## src/rtl/region_guard_pkg.sv

```systemverilog
// Shared types and constants for the region_guard data-access guard.
// Mode bit positions index each region's 3-bit mode field.
package region_guard_pkg;

    typedef enum logic [1:0] {
        ST_RUN   = 2'd0,
        ST_KILL  = 2'd1,
        ST_ARMED = 2'd2
    } state_e;

    localparam int MODE_RD_PROT  = 0;
    localparam int MODE_WR_PROT  = 1;
    localparam int MODE_TRUST_WR = 2;

    localparam logic [1:0] VT_NONE       = 2'b00;
    localparam logic [1:0] VT_UNTRUSTED  = 2'b01;
    localparam logic [1:0] VT_TRUSTED_WR = 2'b10;

    localparam int HOLD_W = 8;

endpackage

```

## src/rtl/region_match.sv

```systemverilog
// Address-range comparator for one protected region.
// Bounds are widened to 17 bits so regions ending at 0xFFFF never wrap.
module region_match (
    input  logic [15:0] base,
    input  logic [15:0] size,
    input  logic [15:0] data_addr,
    output logic        hit
);

    logic [16:0] addr_s;
    logic [16:0] lo_s;
    logic [16:0] end_s;

    assign addr_s = {1'b0, data_addr};
    assign lo_s   = {1'b0, base};
    assign end_s  = {1'b0, base} + {1'b0, size};

    // addr+1 <= base+size is the wrap-free form of addr <= base+size-1
    assign hit = (size != 16'd0) && (addr_s >= lo_s) && ((addr_s + 17'd1) <= end_s);

endmodule

```

## src/rtl/region_guard.sv

```systemverilog
// Data-region access guard: flags untrusted access to protected regions and
// trusted writes outside trusted-write regions, forces a held reset, logs the cause.
module region_guard
    import region_guard_pkg::*;
#(
    parameter int                  NREG          = 4,
    parameter logic [NREG*16-1:0]  REG_BASE      = {16'hFEFE, 16'h9000, 16'h8000, 16'h0400},
    parameter logic [NREG*16-1:0]  REG_SIZE      = {16'h0040, 16'h001F, 16'h0020, 16'h0C00},
    parameter logic [NREG*3-1:0]   REG_MODE      = {3'b011, 3'b110, 3'b100, 3'b111},
    parameter logic [15:0]         SMEM_BASE     = 16'hA000,
    parameter logic [15:0]         SMEM_SIZE     = 16'h4000,
    parameter logic [15:0]         RESET_HANDLER = 16'hFFFE,
    parameter int                  HOLD_CYCLES   = 4,
    parameter int                  CNT_W         = 8
) (
    input  logic                                     clk,
    input  logic                                     rst,
    input  logic [15:0]                              pc,
    input  logic [15:0]                              data_addr,
    input  logic                                     r_en,
    input  logic                                     w_en,
    input  logic                                     log_clr,
    output logic                                     reset,
    output logic                                     viol_valid,
    output logic [1:0]                               viol_type,
    output logic [((NREG > 1) ? $clog2(NREG) : 1)-1:0] viol_region,
    output logic [CNT_W-1:0]                         viol_cnt
);

    localparam int RW = (NREG > 1) ? $clog2(NREG) : 1;
    localparam logic [HOLD_W-1:0] HOLD_LOAD = HOLD_W'(HOLD_CYCLES - 1);
    localparam logic [16:0] SMEM_END = {1'b0, SMEM_BASE} + {1'b0, SMEM_SIZE};

    logic [NREG-1:0]   hit_s;
    logic [NREG-1:0]   v1_hit_s;
    logic [NREG-1:0]   trust_hit_s;
    logic              pc_trusted_s;
    logic              v1_s;
    logic              v2_s;
    logic              viol_s;
    logic [1:0]        cause_type_s;
    logic [RW-1:0]     cause_region_s;
    logic [CNT_W-1:0]  cnt_inc_s;

    state_e            state_q;
    logic [HOLD_W-1:0] hold_q;
    logic              reset_q;
    logic              viol_valid_q;
    logic [1:0]        viol_type_q;
    logic [RW-1:0]     viol_region_q;
    logic [CNT_W-1:0]  viol_cnt_q;

    genvar g;
    generate
        for (g = 0; g < NREG; g++) begin : g_region
            region_match u_match (
                .base      (REG_BASE[g*16 +: 16]),
                .size      (REG_SIZE[g*16 +: 16]),
                .data_addr (data_addr),
                .hit       (hit_s[g])
            );
            assign v1_hit_s[g]    = hit_s[g] & ((r_en & REG_MODE[g*3 + MODE_RD_PROT]) |
                                                (w_en & REG_MODE[g*3 + MODE_WR_PROT]));
            assign trust_hit_s[g] = hit_s[g] & REG_MODE[g*3 + MODE_TRUST_WR];
        end
    endgenerate

    // The last trusted pc is base+size-2, written as pc+2 <= base+size to avoid wrap
    assign pc_trusted_s = ({1'b0, pc} >= {1'b0, SMEM_BASE}) && (({1'b0, pc} + 17'd2) <= SMEM_END);
    assign v1_s         = !pc_trusted_s && (|v1_hit_s);
    assign v2_s         = pc_trusted_s && w_en && !(|trust_hit_s);
    assign viol_s       = v1_s || v2_s;
    assign cnt_inc_s    = (viol_cnt_q == {CNT_W{1'b1}}) ? viol_cnt_q : (viol_cnt_q + CNT_W'(1));

    // Cause priority: untrusted access first, lowest offending region index wins
    always_comb begin
        cause_type_s   = VT_NONE;
        cause_region_s = '0;
        if (v1_s) begin
            cause_type_s = VT_UNTRUSTED;
            for (int i = NREG - 1; i >= 0; i--) begin
                cause_region_s = v1_hit_s[i] ? RW'(i) : cause_region_s;
            end
        end else if (v2_s) begin
            cause_type_s = VT_TRUSTED_WR;
        end else begin
            cause_type_s = VT_NONE;
        end
    end

    // Kill/hold/release FSM together with the sticky violation log
    always_ff @(posedge clk or posedge rst) begin
        if (rst) begin
            state_q       <= ST_RUN;
            hold_q        <= '0;
            reset_q       <= 1'b0;
            viol_valid_q  <= 1'b0;
            viol_type_q   <= VT_NONE;
            viol_region_q <= '0;
            viol_cnt_q    <= '0;
        end else begin
            if (viol_s) begin
                viol_cnt_q <= (state_q == ST_RUN && log_clr) ? CNT_W'(1) : cnt_inc_s;
            end else if (state_q == ST_RUN && log_clr) begin
                viol_cnt_q <= '0;
            end

            case (state_q)
                ST_RUN: begin
                    if (viol_s) begin
                        state_q       <= ST_KILL;
                        hold_q        <= HOLD_LOAD;
                        reset_q       <= 1'b1;
                        viol_valid_q  <= 1'b1;
                        viol_type_q   <= cause_type_s;
                        viol_region_q <= cause_region_s;
                    end else if (log_clr) begin
                        viol_valid_q  <= 1'b0;
                        viol_type_q   <= VT_NONE;
                        viol_region_q <= '0;
                    end
                end
                ST_KILL: begin
                    if (viol_s) begin
                        hold_q <= HOLD_LOAD;
                    end else if (hold_q == '0) begin
                        state_q <= ST_ARMED;
                    end else begin
                        hold_q <= hold_q - HOLD_W'(1);
                    end
                end
                ST_ARMED: begin
                    if (viol_s) begin
                        state_q <= ST_KILL;
                        hold_q  <= HOLD_LOAD;
                    end else if (pc == RESET_HANDLER) begin
                        state_q <= ST_RUN;
                        reset_q <= 1'b0;
                    end
                end
                default: begin
                    state_q <= ST_RUN;
                    hold_q  <= '0;
                    reset_q <= 1'b0;
                end
            endcase
        end
    end

    assign reset       = reset_q;
    assign viol_valid  = viol_valid_q;
    assign viol_type   = viol_type_q;
    assign viol_region = viol_region_q;
    assign viol_cnt    = viol_cnt_q;

endmodule

```

## config.mk

```make
export PLATFORM = sky130hd
export DESIGN_NAME = region_guard
export DESIGN_NICKNAME = d
export VERILOG_FILES = /design/src/rtl/region_guard_pkg.sv /design/src/rtl/region_match.sv /design/src/rtl/region_guard.sv
export SDC_FILE = /design/constraint.sdc
export NUM_CORES = 1
export LEC_CHECK = 0
export ABC_AREA = 1
export BUFFER_PORTS_ARGS = -buffer_cell sky130_fd_sc_hd__buf_2
export CORE_UTILIZATION = 56
export DETAILED_ROUTE_END_ITERATION = 7
export MAX_ROUTING_LAYER = met4
export PLACE_DENSITY = 0.81
export SKIP_CTS_REPAIR_TIMING = 1
export SLEW_MARGIN = 20
export SYNTH_ARGS = -nofsm -noshare
export SYNTH_HDL_FRONTEND = slang
export SYNTH_SLANG_ARGS = --single-unit
```

## constraint.sdc

```tcl
create_clock -name clk -period 2.6 [get_ports clk]
set_input_delay 0.13 -clock clk [delete_from_list [all_inputs] [get_ports clk]]
set_output_delay 0.13 -clock clk [all_outputs]
set_load 0.05 [all_outputs]
```

Word level (Yosys, flattened, before mapping)

Cells that the tools add are included.

$add $sub $neg: 4
Magnitude comparators: 10
Equal/unequal tests: 13
Multiplexer cells: 29
Bitwise logic cells: 5
Reduce and logical (&&, ||, !) cells: 24

Operators by type and width:

| cell                                                              | count |
|---|---|
| less-or-equal comparator 17 x 16 -> 1 bit (second input constant) | 4 |
| >= comparator 16 bit (second input constant)                      | 4 |
| two-way mux 8 bit                                                 | 7 |
| two-way mux 2 bit                                                 | 14 |
| adder 16 x 1 -> 17 bit (second input constant)                    | 1 |
| adder 16 x 2 -> 17 bit (second input constant)                    | 1 |
| less-or-equal comparator 17 x 13 -> 1 bit (second input constant) | 1 |
| equality test 16 bit (second input constant)                      | 1 |
| >= comparator 16 x 11 -> 1 bit (second input constant)            | 1 |
| case mux 8 bit (2 select lines)                                   | 1 |
| != test 2 bit (second input constant)                             | 5 |
| logical AND 1 bit                                                 | 9 |
| adder 8 x 1 -> 8 bit (second input constant)                      | 1 |
| equality test 8 bit (second input constant)                       | 1 |
| zero test 8 bit                                                   | 1 |
| AND reduction 4 bit                                               | 2 |
| subtractor 8 x 1 -> 8 bit (second input constant)                 | 1 |
| != test 3 bit (second input constant)                             | 2 |
| case mux 2 bit (3 select lines)                                   | 1 |
| AND reduction 2 bit                                               | 3 |
| OR reduction 3 bit                                                | 2 |
| two-way mux 1 bit                                                 | 5 |
| != test 2 x 1 -> 1 bit (second input constant)                    | 2 |
| nonzero test 2 bit                                                | 2 |
| 10 further kinds                                                  | 13 |

Register bits: 24
Bits of input ports: 37
Output and inout bits: 14

Depth between registers and ports, before layout

Depth after elaboration: 9
Gate-level depth with buffers: 20
Mapped depth without buffers: 19

Modules after synthesis

From an unflattened synthesis, not the netlist that was laid out.

Cells, all modules: 1597
Area, all modules: 9760.6 um^2

Modules (own cells, without submodules):

| module                                  | times used | cells an instance | area each (um^2) |
|---|---|---|---|
| region_match at g_region[0].u_match ... | 3          | 345               | 2035.7 |
| region_match at g_region[1].u_match     | 1          | 344               | 2048.2 |
| region_guard                            | 1          | 218               | 1605.3 |

Least setup slack after synthesis

No wires, ideal clock.

Path kind: register -> register
Start: register hold_q[0]
End: register hold_q[7]
Setup time: 0.119 ns
Data arrival time: 2.052 ns
Data required time: 2.481 ns
Path slack: 0.429 ns
Stages on the path, launching flop included: 13
Buffers on the path: 0
Period minus slack after synthesis: 2.171 ns
Cells stage by stage: dfrtp_1 > inv_1 > ha_1 > nand2_1 > nor2_1 > and3_1 > o21ai_0 > inv_1 > nor4_1 > nand3_1 > nor3_1 > xnor2_1 > nor2_2

Longest elaborated chain between the ends: 4
Elaborated cells between the ends (all ways): 7
Those cells by class: 1 x add/sub; 1 x eq/ne; 3 x mux; 2 x reduce/logical

Ends and longest elaborated chain:

| what                            | line                | RTL |
|---|---|---|
| start: declaration              | region_guard.sv:46  | `logic [HOLD_W-1:0] hold_q;` |
| start signal: assignment        | region_guard.sv:129 | `hold_q <= hold_q - HOLD_W'(1);` |
| subtractor 8 x 1 -> 8 bit       | region_guard.sv:129 |  |
| two-way mux 8 bit               | region_guard.sv:126 | `end else if (hold_q == '0) begin` |
| two-way mux 8 bit               | region_guard.sv:124 | `if (viol_s) begin` |
| case mux 8 bit (2 select lines) | region_guard.sv:108 | `case (state_q)` |

Several ways; a longest one is shown, not always the timed one. The select of a mux whose other input is x is not followed.
A chain may end at the register's enable or synchronous reset.

Worst setup path in the final report

Start: input port data_addr[1]
End: register viol_cnt_q[6] (netlist: viol_cnt[6])

Longest elaborated chain between the ends: 9
Elaborated cells between the ends (all ways): 25
Those cells by class: 1 x add/sub; 8 x order compare; 1 x mux; 3 x bitwise; 12 x reduce/logical

Ends and longest elaborated chain:

| what                                                                                                   | line                                   | RTL |
|---|---|---|
| start: declaration                                                                                     | region_guard.sv:19                     | `input logic [15:0] data_addr,` |
| adder 16 x 1 -> 17 bit                                                                                 | region_match.sv:19                     | `assign hit = (size != 16'd0) && (addr_s >= lo_s) && ((addr_s + 17'd1) <= end_s);` |
| less-or-equal comparator 17 x 13 -> 1 bit or less-or-equal comparator 17 x 16 -> 1 bit (tied branches) | region_match.sv:19                     |  |
| logical AND 1 bit                                                                                      | region_match.sv:19                     |  |
| AND 1 bit or OR reduction 3 bit (tied branches)                                                        | region_guard.sv:62, region_guard.sv:71 |  |
| OR reduction 3 bit or zero test 1 bit (tied branches)                                                  | region_guard.sv:70, region_guard.sv:71 |  |
| logical AND 1 bit, on equally long branches                                                            | region_guard.sv:70, region_guard.sv:71 |  |
| logical OR 1 bit (*)                                                                                   | region_guard.sv:72                     | `assign viol_s = v1_s \|\| v2_s;` |
| nonzero test 2 bit (no source line)                                                                    | -                                      |  |
| AND reduction 2 bit (no source line)                                                                   | -                                      |  |
| end signal: assignment                                                                                 | region_guard.sv:103                    | `viol_cnt_q <= (state_q == ST_RUN && log_clr) ? CNT_W'(1) : cnt_inc_s;` |
| end: declaration                                                                                       | region_guard.sv:51                     | `logic [CNT_W-1:0] viol_cnt_q;` |

Every way passes the cells marked *; elsewhere a longest branch is shown, timed or not.

==> impl_metrics.yaml <==
clocking:
  clk_pin_slew_ps: 90
  clock_latency_ps: 270
  cts_buffers: 3
  ctsRootBufferMaster: "clkbuf_8"
  cts_tree: "yes"
  cts.htree.levels: 1
  clock_sinks: 24
  max-clock-path-buffers: 2
synth:
  synth_cell_types: 35
  ys_ff_latch: 24
  syn_inst: 392
  synth_warnings: 0
  syn_avg_cell_area_um2: 6.29
  synth_area_mm2: 0.00246
  synth_nets: 434
  yosysSeqAreaShare_pct: 24.4
global_routing:
  antenna_found_initial: 0
  grt_pass1_wl_um: 9950
  overflow: 0
  grt_usage_pct: 28.8
  grt_max_degree: 25
  grt_pass1_vias: 2353
drt:
  drt-initial-drc-count: 196
  wl_met1_um: 2910
  routed-wl-met3_um: 438
  wirelength_um: 6090
  vias: 2698
  dr.pass1.iters: 5
  wl_per_cell_um: 12.3
  routed_via_density: 5.44
  drc: 0
  met2WireLength_um: 2720
  routed.top_layer: "met4"
  detail-route-antenna-nets: 0
layout:
  antennaDiodeCount: 0
  nets: 489
  mostFrequentLayoutCells: "110 x nand2_1, 50 x buf_2, 49 x nand3_1"
  fin_util_pct: 68.9
  drive_gt1_share_pct: 22.9
  final_common_cell: "nand2_1"
  syn_to_final_growth_pct: 15.0
  stdcell_area_mm2: 0.00284
setup_path:
  worst_setup_path_end_kind: "register"
  slowest_stage: "ha_1"
  startpoint_type: "primary input"
  r2r.worst_path.cells: 12
  critical_path_class: "primary input to register"
  cp_common_cell: "nand3_1"
  worstPathArrival_ps: 2410
  max_stage_delay_ps: 220
  required_ps: 2750
  path_cells: "buf_2 -> ha_1 -> nand3_1 -> nor2_2 -> nand4_1 -> nand2_2 -> inv_1 -> nor2_2 -> nand2_1 -> nor2_1 -> nand3_1 -> nand3_2 -> nand2_4 -> nand2_4 -> nand2_2 -> nand3_1 -> o21ai_1"
  critPathMaxFanout: 12
placed_design:
  placed_cell_area_mm2: 0.00277
  dpl.hpwl_um: 4920
  io_buffers: 50
  finalWeightedCongestion: 0.945
power:
  p_leak_nw: 1.48
  power_density_mw_per_mm2: 619
  vdd_drop_max_mv: 0.488
  total_power_mw: 1.76
sta:
  hold_viol_final: 0
  slew_viol_final: 0
  finalSetupTns_ps: 0
  setup_viol: 0
  relSlewSlack_pct: 39.2
  post-route-period-util_pct: 87.0
  finClkSkew_ps: 3.72
  worst_pin_slew_ps: 911
  rsz0062_at_grt: "no"
  max_freq_ghz: 0.442
  fin_crit_ps: 2260
job:
  maxCapViolations: 0
floorplan:
  die_width_um: 68.3
  io_pins: 51
  rows: 23
  coreArea_mm2: 0.00412
  die_area_mm2: 0.00467
  die_h_um: 68.3
  start_util_pct: 59.9
worst_hold_path:
  hold_path.class: "primary input to asynchronous set/reset pin"
status:
  run_status: "completed"
-- synth_stat cells, drive strengths merged --
cell	n	area (um2)
nand4	10	62.6
nor4b	1	8.76
a21oi	10	61.3
clkbuf	1	3.75
buf	1	20.0
ha	5	62.6
and2	1	8.76
or2	2	12.5
nor3b	2	20.0
inv	49	191
o21ai	16	80.1
nand2	125	527
nor3	10	50.1
nor2	60	283
and3	1	6.26
nor4	4	25.0
a21o	1	7.51
nand3b	2	15.0
xnor2	2	17.5
nand3	56	323
a2111oi	1	8.76
dfrtp	24	601
a311oi	1	8.76
xor2	7	61.3
-- where the power goes --
| group | leakage [nW] | total (mW) | internal, mW | switching [mW] |
|---|---|---|---|---|
| combinational | 1.14 | 0.907 | 0.295 | 0.612 |
| clock | 0.0288 | 0.261 | 0.135 | 0.126 |
| sequential | 0.318 | 0.588 | 0.486 | 0.102 |
| total | 1.48 | 1.76 | 0.916 | 0.840 |
-- logic make-up after synthesis --
| kind of cell | count (synthesis) | synth area share (%) |
|---|---|---|
| buffers and inverters | 51 | 8.73 |
| adders and majority gates | 5 | 2.54 |
| and+or+nand+nor | 274 | 54.4 |
| AOI/OAI and AO/OA | 29 | 6.75 |
| xor gates and xnor gates | 9 | 3.20 |
| DFF | 24 | 24.4 |
-- per-layer routing --
metal,vias up,GRT usage (%)
met5,-,-
met2,110,46.0
met1,1196,38.6
li1,1388,-
met3,4,5.17
met4,0,4.17
-- layout make-up --
type	instances	area, um2
timing repair buffer	52	265
tap	50	62.6
sequential	24	601
inverter	49	191
fill	357	1280
multi-input combinational	317	1660
clock buffer	4	55.1
-- flip-flops by register name, indices dropped and copies added, names as in the netlist --
name	cells
hold_q	8
reset	1
state_q	2
viol_cnt	8
viol_region	2
viol_type	2
viol_valid	1
-- stage by stage --
stage | hold slack, ps | cells | setup slack [ps]
2_1_floorplan | 145 | 392 | 429
3_3_place_gp | 361 | 492 | 159
3_5_place_dp | 378 | 492 | 91.9
4_1_cts | 80.6 | 496 | 271
5_1_grt | 142 | 496 | 52.1
6_report | 44.0 | 496 | 338
-- worst paths after layout --
path,start,end,slack (ps)
max in group asynchronous,rst,viol_cnt[2],2000
hold / removal,rst,reset,40
setup / recovery,data_addr[1],viol_cnt[6],340
hold reg to reg,reset,reset,480
min in group clk,w_en,viol_region[1],330
setup reg to reg,hold_q[0],hold_q[7],370
-- critical path, delay by kind of cell --
family / cells / cell delay, ps
buffers and inverters: 2 / 210
AO/OA/AOI/OAI: 1 / 90
AND/OR/NAND/NOR: 13 / 1760
adder cells (fa/ha/maj): 1 / 220
Note: power is estimated with default switching activity, not from simulation.
